<file path="config.mk">
export PLATFORM = sky130hd
export DESIGN_NAME = gold_code_correlator_flat
export DESIGN_NICKNAME = d
export VERILOG_FILES = /design/src/rtl/gold_code_pkg.sv /design/src/rtl/gold_code_correlator_if.sv /design/src/rtl/gold_code_lock_detector.sv /design/src/rtl/gold_code_correlator.sv /design/src/flat_wrapper.sv
export SDC_FILE = /design/constraint.sdc
export NUM_CORES = 1
export LEC_CHECK = 0
export ABC_AREA = 1
export CELL_PAD_IN_SITES_DETAIL_PLACEMENT = 1
export CELL_PAD_IN_SITES_GLOBAL_PLACEMENT = 1
export CORE_UTILIZATION = 41
export CTS_CLUSTER_DIAMETER = 120
export DETAILED_ROUTE_END_ITERATION = 8
export PLACE_DENSITY = 0.9
export RECOVER_POWER = 100
export SYNTH_ARGS = -nofsm -noshare
export SYNTH_HDL_FRONTEND = slang
export SYNTH_HIERARCHICAL = 1
export SYNTH_SLANG_ARGS = --single-unit
</file>
<file path="constraint.sdc">
create_clock -name clock -period 2.87 [get_ports clock]
set_input_delay 0.7175 -clock clock [delete_from_list [all_inputs] [get_ports clock]]
set_output_delay 0.7175 -clock clock [all_outputs]
set_load 0.005 [all_outputs]
</file>
<file path="src/rtl/gold_code_pkg.sv">
// Shared definitions for the Gold/LFSR code generator and its correlator.
package gold_code_pkg;

    localparam int unsigned GOLD_M = 3;
    localparam int unsigned ACC_W  = GOLD_M + 2;

    typedef enum logic {
        IDLE,
        ACCUM
    } corr_state_t;

    // Code period in chips for an LFSR of order m.
    function automatic int unsigned code_len(input int unsigned m);
        return (32'd1 << m) - 32'd1;
    endfunction

    // Accumulator stays two bits wider than the LFSR order for any m.
    function automatic int unsigned acc_width(input int unsigned m);
        return ACC_W - GOLD_M + m;
    endfunction

endpackage

</file>
<file path="src/rtl/gold_code_correlator_if.sv">
// Chip stream in, per-period correlation results out.
interface gold_code_correlator_if
    import gold_code_pkg::*;
#(
    parameter int unsigned M = GOLD_M
) ();

    localparam int unsigned W = acc_width(M);

    logic         chip_valid;
    logic         rx_chip;
    logic         code_bit;
    logic         sync_bit;
    logic [W-1:0] corr_out;
    logic         corr_valid;
    logic         data_bit;
    logic         locked;
    logic         sync_error;

    modport master (
        output chip_valid, rx_chip, code_bit, sync_bit,
        input  corr_out, corr_valid, data_bit, locked, sync_error
    );

    modport slave (
        input  chip_valid, rx_chip, code_bit, sync_bit,
        output corr_out, corr_valid, data_bit, locked, sync_error
    );

endinterface

</file>
<file path="src/rtl/gold_code_lock_detector.sv">
// Consecutive-period hysteresis on |correlation|; fed with next-cycle pulses so
// locked changes in the same cycle the corresponding pulse is visible.
module gold_code_lock_detector
    import gold_code_pkg::*;
#(
    parameter int unsigned M           = GOLD_M,
    parameter int unsigned LOCK_THRESH = 5,
    parameter int unsigned LOCK_COUNT  = 2,
    parameter int unsigned LOSS_COUNT  = 2
) (
    input  logic                     clock,
    input  logic                     reset,
    input  logic                     corr_valid,
    input  logic [acc_width(M)-1:0]  corr_out,
    input  logic                     sync_error,
    output logic                     locked
);

    localparam int unsigned W       = acc_width(M);
    localparam int unsigned SAT_MAX = (LOCK_COUNT > LOSS_COUNT) ? LOCK_COUNT : LOSS_COUNT;
    localparam int unsigned CNT_W   = $clog2(SAT_MAX + 1);

    logic [CNT_W-1:0] good_q, good_d;
    logic [CNT_W-1:0] bad_q, bad_d;
    logic             locked_q, locked_d;
    logic [W-1:0]     mag;
    logic             good;

    always_ff @(posedge clock or negedge reset) begin
        if (!reset) begin
            good_q   <= '0;
            bad_q    <= '0;
            locked_q <= 1'b0;
        end else begin
            good_q   <= good_d;
            bad_q    <= bad_d;
            locked_q <= locked_d;
        end
    end

    // |corr| of a two's-complement sum; -N is always representable.
    always_comb begin
        mag  = corr_out[W-1] ? (~corr_out + W'(1)) : corr_out;
        good = (mag >= W'(LOCK_THRESH));
    end

    always_comb begin
        good_d   = good_q;
        bad_d    = bad_q;
        locked_d = locked_q;
        if (sync_error) begin
            good_d   = '0;
            bad_d    = '0;
            locked_d = 1'b0;
        end else if (corr_valid) begin
            if (good) begin
                bad_d  = '0;
                good_d = (good_q == CNT_W'(LOCK_COUNT)) ? good_q : good_q + CNT_W'(1);
                if (good_d == CNT_W'(LOCK_COUNT)) begin
                    locked_d = 1'b1;
                end
            end else begin
                good_d = '0;
                bad_d  = (bad_q == CNT_W'(LOSS_COUNT)) ? bad_q : bad_q + CNT_W'(1);
                if (bad_d == CNT_W'(LOSS_COUNT)) begin
                    locked_d = 1'b0;
                end
            end
        end
    end

    assign locked = locked_q;

endmodule

</file>
<file path="src/rtl/gold_code_correlator.sv">
// Despreads a received chip stream against the local Gold code, one signed sum
// and one hard data decision per code period, with code-lock tracking.
module gold_code_correlator
    import gold_code_pkg::*;
#(
    parameter int unsigned M           = GOLD_M,
    parameter int unsigned LOCK_THRESH = 5,
    parameter int unsigned LOCK_COUNT  = 2,
    parameter int unsigned LOSS_COUNT  = 2
) (
    input  logic                 clock,
    input  logic                 reset,
    gold_code_correlator_if.slave bus
);

    localparam int unsigned N    = code_len(M);
    localparam int unsigned W    = acc_width(M);
    localparam int unsigned CW   = M;

    corr_state_t   state_q, state_d;
    logic [W-1:0]  acc_q, acc_d;
    logic [CW-1:0] cnt_q, cnt_d;
    logic [W-1:0]  corr_q, corr_d;
    logic          data_q, data_d;
    logic          corr_valid_q, corr_valid_d;
    logic          sync_err_q, sync_err_d;
    logic [W-1:0]  chip_c;
    logic [W-1:0]  sum;

    always_ff @(posedge clock or negedge reset) begin
        if (!reset) begin
            state_q      <= IDLE;
            acc_q        <= '0;
            cnt_q        <= '0;
            corr_q       <= '0;
            data_q       <= 1'b0;
            corr_valid_q <= 1'b0;
            sync_err_q   <= 1'b0;
        end else begin
            state_q      <= state_d;
            acc_q        <= acc_d;
            cnt_q        <= cnt_d;
            corr_q       <= corr_d;
            data_q       <= data_d;
            corr_valid_q <= corr_valid_d;
            sync_err_q   <= sync_err_d;
        end
    end

    always_comb begin
        state_d      = state_q;
        acc_d        = acc_q;
        cnt_d        = cnt_q;
        corr_d       = corr_q;
        data_d       = data_q;
        corr_valid_d = 1'b0;
        sync_err_d   = 1'b0;
        chip_c       = (bus.rx_chip == bus.code_bit) ? W'(1) : {W{1'b1}};
        sum          = acc_q + chip_c;

        case (state_q)
            IDLE: begin
                if (bus.chip_valid && bus.sync_bit) begin
                    acc_d   = chip_c;
                    cnt_d   = CW'(1);
                    state_d = ACCUM;
                end
            end
            ACCUM: begin
                if (bus.chip_valid) begin
                    if (bus.sync_bit && (cnt_q != CW'(N))) begin
                        // Early sync: restart the period on this chip.
                        sync_err_d = 1'b1;
                        acc_d      = chip_c;
                        cnt_d      = CW'(1);
                    end else if (!bus.sync_bit && (cnt_q == CW'(N))) begin
                        // Missing sync: drop framing and wait for a fresh one.
                        sync_err_d = 1'b1;
                        acc_d      = '0;
                        cnt_d      = '0;
                        state_d    = IDLE;
                    end else if (bus.sync_bit) begin
                        acc_d = chip_c;
                        cnt_d = CW'(1);
                    end else begin
                        acc_d = sum;
                        cnt_d = cnt_q + CW'(1);
                        if (cnt_q == CW'(N - 1)) begin
                            corr_d       = sum;
                            data_d       = ~sum[W-1];
                            corr_valid_d = 1'b1;
                        end
                    end
                end
            end
            default: begin
                state_d = IDLE;
            end
        endcase
    end

    gold_code_lock_detector #(
        .M           (M),
        .LOCK_THRESH (LOCK_THRESH),
        .LOCK_COUNT  (LOCK_COUNT),
        .LOSS_COUNT  (LOSS_COUNT)
    ) u_lock (
        .clock      (clock),
        .reset      (reset),
        .corr_valid (corr_valid_d),
        .corr_out   (corr_d),
        .sync_error (sync_err_d),
        .locked     (bus.locked)
    );

    assign bus.corr_out   = corr_q;
    assign bus.corr_valid = corr_valid_q;
    assign bus.data_bit   = data_q;
    assign bus.sync_error = sync_err_q;

endmodule

</file>
<file path="src/flat_wrapper.sv">
// flat-port wrapper written by rule: the top's interface ports become plain ports
module gold_code_correlator_flat import gold_code_pkg::*;
#(
    parameter int unsigned M           = GOLD_M,
    parameter int unsigned LOCK_THRESH = 5,
    parameter int unsigned LOCK_COUNT  = 2,
    parameter int unsigned LOSS_COUNT  = 2
)
  (clock, reset, bus_chip_valid, bus_rx_chip, bus_code_bit, bus_sync_bit, bus_corr_out, bus_corr_valid, bus_data_bit, bus_locked, bus_sync_error);
  gold_code_correlator_if #(.M(M)) bus_i ();
  input  logic clock;
  input  logic reset;
  input wire logic [$bits(bus_i.chip_valid)-1:0] bus_chip_valid;
  input wire logic [$bits(bus_i.rx_chip)-1:0] bus_rx_chip;
  input wire logic [$bits(bus_i.code_bit)-1:0] bus_code_bit;
  input wire logic [$bits(bus_i.sync_bit)-1:0] bus_sync_bit;
  output wire logic [$bits(bus_i.corr_out)-1:0] bus_corr_out;
  output wire logic [$bits(bus_i.corr_valid)-1:0] bus_corr_valid;
  output wire logic [$bits(bus_i.data_bit)-1:0] bus_data_bit;
  output wire logic [$bits(bus_i.locked)-1:0] bus_locked;
  output wire logic [$bits(bus_i.sync_error)-1:0] bus_sync_error;
  assign bus_i.chip_valid = bus_chip_valid;
  assign bus_i.rx_chip = bus_rx_chip;
  assign bus_i.code_bit = bus_code_bit;
  assign bus_i.sync_bit = bus_sync_bit;
  assign bus_corr_out = bus_i.corr_out;
  assign bus_corr_valid = bus_i.corr_valid;
  assign bus_data_bit = bus_i.data_bit;
  assign bus_locked = bus_i.locked;
  assign bus_sync_error = bus_i.sync_error;
  gold_code_correlator #(.M(M), .LOCK_THRESH(LOCK_THRESH), .LOCK_COUNT(LOCK_COUNT), .LOSS_COUNT(LOSS_COUNT)) u_core (.clock(clock), .reset(reset), .bus(bus_i));
endmodule
</file>
# After elaboration in Yosys (flattened, before gate mapping)
# Index checks and enable logic that the tools add are counted.
# classes
addsub	5
order_cmp	1
n_eq_ne	11
mux	48
bitwise_logic	6
reduce_logical	9
# ops
operator	n
$mux W5	13
$mux W1	19
$mux W2	8
$mux W3	5
$pmux W5 S2	1
$eq A2 B2 Y1 const B	4
$eq A3 B3 Y1 const B	2
$pmux W3 S2	1
$reduce_and A6 Y1	1
$add A5 B1 Y5 const B	1
$add A5 B5 Y5	1
$ge A5 B3 Y1 const B	1
$not A1 Y1	5
$not A5 Y5	1
$add A2 B1 Y2 const B	2
$add A3 B1 Y3 const B	1
$logic_and A1 B1 Y1	3
$ne A3 B1 Y1 const B	1
$ne A3 B3 Y1 const B	1
$reduce_and A3 Y1	1
$reduce_bool A3 Y1	1
$ne A2 B1 Y1 const B	1
$ne A2 B2 Y1 const B	1
$pmux W1 S2	1
other kinds (4)	4
# word_totals
reg_bits	22
input_bits	6
output_inout_bits	9
wordCells	90

# Depth between registers and ports, before layout
# Gate-level depths: netlist (run 1).
# logic_depth
word_depth	16
mapped_depth	20

# Modules after synthesis
# Netlist (run 1), hierarchy kept.
# modules_own_cells
mod	n_inst	cells_each	area_each_um2	seq_area_each_um2
gold_code_correlator	1	118	1008.5	425.4
gold_code_lock_detector	1	50	371.6	125.1

# Worst setup path before layout (run 1)
# Ideal clock, no wire load.
# synth_path
path_type	input to register
startpoint	in bus_sync_bit
endpoint	reg u_core.u_lock.locked_q, in the netlist u_core/u_lock/locked
arrival_ns	2.553
slack_ns	0.200
path_stages	15
n_path_buf	0
cell_sequence	inv_1 ha_1 nor2_2 nand4_2 o21ai_1 inv_1 ha_1 nor2_1 nor2_1 a21oi_2 nand3_2 nand2_1 nand3_1 nand2_1 nand2_1
# synth_via
elab_chain_len	13
# synth_lines
element	line_no	text
from (decl)	flat_wrapper.sv:16	input wire logic [$bits(bus_i.sync_bit)-1:0] bus_sync_bit;
$logic_not A1 Y1	gold_code_correlator.sv:76	end else if (!bus.sync_bit && (cnt_q == CW'(N))) begin
$logic_and A1 B1 Y1	gold_code_correlator.sv:76	
$mux W5	gold_code_correlator.sv:76	
$mux W5 *	gold_code_correlator.sv:71	if (bus.sync_bit && (cnt_q != CW'(N))) begin
$mux W5 *	gold_code_correlator.sv:70	if (bus.chip_valid) begin
$mux W5 *	gold_code_correlator.sv:61	case (state_q)
net u_core.corr_d[0]	gold_code_correlator.sv:23	logic [W-1:0] corr_q, corr_d;
$not A5 Y5	gold_code_lock_detector.sv:43	mag = corr_out[W-1] ? (~corr_out + W'(1)) : corr_out;
$add A5 B1 Y5	gold_code_lock_detector.sv:43	
$mux W5 *	gold_code_lock_detector.sv:43	
$ge A5 B3 Y1 *	gold_code_lock_detector.sv:44	good = (mag >= W'(LOCK_THRESH));
$mux W1	gold_code_lock_detector.sv:56	if (good) begin
$mux W1	gold_code_lock_detector.sv:55	end else if (corr_valid) begin
$mux W1	gold_code_lock_detector.sv:51	if (sync_error) begin
to (signal assigned)	gold_code_lock_detector.sv:37	locked_q <= locked_d;
to (decl)	gold_code_lock_detector.sv:25	logic locked_q, locked_d;
# The timed path passes the listed nets; every way through them passes the cells marked *. The select of a mux whose other input is x is not followed.
# A chain may end at the register's enable or synchronous reset.

# Worst setup path after layout (run 1)
# layout_path
startpoint	reg u_core.cnt_q[0]
endpoint	reg u_core.u_lock.locked_q, in the netlist u_core/u_lock/locked
# layout_via
elab_chain_len	14
# layout_lines
element	line_no	text
from (decl)	gold_code_correlator.sv:22	logic [CW-1:0] cnt_q, cnt_d;
from (signal assigned)	gold_code_correlator.sv:42	cnt_q <= cnt_d;
$eq A3 B3 Y1	gold_code_correlator.sv:88	if (cnt_q == CW'(N - 1)) begin
$mux W5	gold_code_correlator.sv:88	
$mux W5	gold_code_correlator.sv:82	end else if (bus.sync_bit) begin
$mux W5	gold_code_correlator.sv:76	
$mux W5 *	gold_code_correlator.sv:71	
$mux W5 *	gold_code_correlator.sv:70	
$mux W5 *	gold_code_correlator.sv:61	
net u_core.corr_d[0]	gold_code_correlator.sv:23	
$not A5 Y5	gold_code_lock_detector.sv:43	
$add A5 B1 Y5	gold_code_lock_detector.sv:43	
$mux W5 *	gold_code_lock_detector.sv:43	
$ge A5 B3 Y1 *	gold_code_lock_detector.sv:44	
$mux W1	gold_code_lock_detector.sv:56	
$mux W1	gold_code_lock_detector.sv:55	
$mux W1	gold_code_lock_detector.sv:51	
# Marked as above.

==> results of run 1 <==
-- cell usage in the layout, fill, tap and decap left out, drive strengths merged, types with 3 or more instances in the layout --
cell,synthesis,layout
a21oi,7,7
nand2,45,45
nand4,3,3
clkbuf,0,6
dfrtp,22,22
inv,25,25
nand3,14,14
nor2,15,15
o21ai,12,12
ha,12,12
clkdlybuf4s50,0,10
buf,0,31
-- layer usage --
layer,track usage,wire length [um]
met3,0.02814,257
met1,0.3351,2186
met5,0,0
met4,0.1262,173
met2,0.5206,2805
-- state kept, by name (all words and copies together), names as in the netlist --
signal                 flops
u_core/bus.data_bit        1
u_core/acc_q               5
u_core/u_lock/locked       1
u_core/cnt_q               3
u_core/bus.sync_error      1
u_core/u_lock/good_q       2
u_core/bus.corr_valid      1
u_core/bus.corr_out        5
u_core/u_lock/bad_q        2
u_core/state_q             1
-- worst max path at each step --
stage               startpoint                    to
2_1_floorplan     bus_sync_bit  u_core/u_lock/locked
3_3_place_gp      bus_code_bit  u_core/u_lock/locked
3_5_place_dp      bus_code_bit  u_core/u_lock/locked
4_1_cts           bus_code_bit  u_core/u_lock/locked
5_1_grt        u_core/cnt_q[1]  u_core/u_lock/locked
6_report       u_core/cnt_q[0]  u_core/u_lock/locked
-- power breakdown --
part / switching [mW] / internal (mW)
Sequential: 0.0166 / 0.324
Clock: 0.112 / 0.141
Combinational: 0.136 / 0.0956
Total: 0.265 / 0.561
-- Yosys cell counts, types with 2 or more instances --
| master | n |
|---|---|
| o21ai_0 | 5 |
| o21ai_1 | 5 |
| nor2_2 | 2 |
| nor2_1 | 13 |
| a21oi_2 | 2 |
| nand2_2 | 6 |
| ha_1 | 12 |
| o21ai_2 | 2 |
| nand3_2 | 3 |
| inv_1 | 22 |
| a21oi_1 | 5 |
| nand3_1 | 11 |
| dfrtp_1 | 22 |
| nand4_1 | 2 |
| inv_2 | 3 |
| nand2_1 | 39 |
| o22ai_1 | 2 |
-- final cells by class --
type | count | area, um^2
Multi-Input combinational cell | 119 | 825.8
Sequential cell | 22 | 550.5
Tap cell | 44 | 55.05
Timing Repair Buffer | 46 | 365.4
Clock buffer | 3 | 22.52
Inverter | 27 | 105.1
Clock inverter | 1 | 30.03
Fill cell | 373 | 1174
-- cell families after synthesis --
group	synth area share
multiplexers	0.01088
buffers and inverters	0.07434
adder cells (fa/ha/maj)	0.1233
AO/OA/AOI/OAI	0.1006
XOR/XNOR	0.006347
AND/OR/NAND/NOR	0.2856
flip-flops	0.3989
-- what timing repair did --
item,CTS,global route
setup endpoints to repair,5,5
pin swaps,7,17
gates resized for setup,12,21
buffers inserted,4,5
-- per-stage QoR --
step           instances  total power, mW    util  TNS, ps
2_1_floorplan        168           0.4475       -        0
3_3_place_gp         249           0.5169  0.5588    -1656
3_5_place_dp         249           0.5358  0.5588    -2706
5_1_grt              262           0.8540  0.6248   -276.6
6_report             262           0.8260  0.6248   -29.85
4_1_cts              257           0.7870  0.5968        0
-- critical path, delay by kind of cell, from the launching register on --
family	cells	cell delay, ps
fa+ha+maj	4	790
compound gates	2	440
simple gates	9	1000
flops	1	410
buf+inv	2	130
==> metrics.yaml, run 1 <==
cts_buffers: 3
worst_slack_ps: -29.85
syn_nets: 187
critPathMaxFanout: 6
synth.area.top_cells: "dfrtp_1 (40%), ha_1 (11%), nand2_1 (11%), inv_1 (6.0%), nand3_1 (4.0%)"
p_leak_nw: 1.010
synth.top_cell.area_share: 0.3989
yosysSeqAreaShare: 0.3989
critPathKind: "reg -> reg"
post-route-period-util: 1.010
synth_seq_cells: 22
grt_pass1_wl_um: 7217
cts_buffer_depth: 2
htreeDepth: 1
viasPerCell: 5.523
dr.pass1.iters: 4
diodes: 0
max_freq_mhz: 344.8
port-buffer-count: 14
ys_types: 29
yosys_warnings: 6
power_density_nw_per_um2: 422.7
cp_slowest_cell: "dfrtp_1"
status: "finished with violations"
rr_startpoint: "u_core/cnt_q[0]"
synthArstFlopShare: 1.000
synth_largest_area_cell: "dfrtp_1"
setup_viol: 1
hold_end: "u_core/u_lock/locked"
ios: 15
wl_um: 5423
fp.dieArea_um2: 3602
cp_cell_sequence: "ha_2, ha_4, inv_2, ha_4, nor2_4, nand4_4, o21ai_2, inv_1, ha_1, nor2_1, nor2_1, a21oi_2, nand3_2, nand2_1, nand3_1, nand2_1, nand2_1"
start_util: 0.4412
syn_inst: 168
drive_above_1_share: 0.3394
postRouteAntennaNets: 0
chipHeight_um: 60.02
hpwl_um: 3148
die_x_um: 60.02
cts_num_sinks: 22
placed_area_um2: 1748
drc: 0
place_ws_ps: -641.7
grt_max_degree: 23
crit_required_ps: 3100
max-vdd-ir-drop_v: 0.0002125
initialDrtViolationCount: 46
syn_area_um2: 1380
rsz0062_at_grt: "yes"
hold_viol: 0
antenna_found_initial: 0
slowest_delay_ps: 410
core_um2: 3128
reg2reg_depth: 17
grt_pass1_vias: 1505
drv_cap: 0
grt_use_total: 0.2854
start_kind: "flip-flop"
maxSlewViolCount: 0
syn2layout_area_growth_pct: 41.61
min_path_type: "reg -> reg"
worst_pin_slew_ps: 1251
overflow: 0
violations: "negative setup slack"
tritoncts: "yes"
worst_clock_skew_ps: 11.84
worstSkewPairLatency_ps: 340
vias: 1447
timing.hold.ws_ps: 534.1
syn_area_per_cell_um2: 8.215
cp.arrival_ps: 3130
r2r_end: "u_core/u_lock/locked"
cts-root-buf: "clkbuf_4"
place_congestion: 0.8671
wl_per_cell_um: 20.70
clkTransAtPathRegs_ps: 140
nNetsFinal: 238
period_needed_ps: 2900
cp-end-kind: "flip-flop"
ys.flop_type: "dfrtp_1"
path_common_cell: "nand2_1"
stdcell_area_um2: 1954
rrSetupSlack_ps: -30
min_path_cells: 2
min_from: "u_core/u_lock/locked"
ctsHoldBuffers: 0
rows: 20
max_slew_margin: 0.1657
synth_edf_count: 0
Power figures use the tool's default switching activity.
==> run 2: changes to the inputs <==
--- a/config.mk
+++ b/config.mk
@@ -13,6 +13,7 @@
 export DETAILED_ROUTE_END_ITERATION = 8
 export PLACE_DENSITY = 0.9
 export RECOVER_POWER = 100
+export SLEW_MARGIN = 25
 export SYNTH_ARGS = -nofsm -noshare
 export SYNTH_HDL_FRONTEND = slang
 export SYNTH_HIERARCHICAL = 1
==> results of run 2 <==
The final DEF is identical to that of run 1; final timing and power are the same.
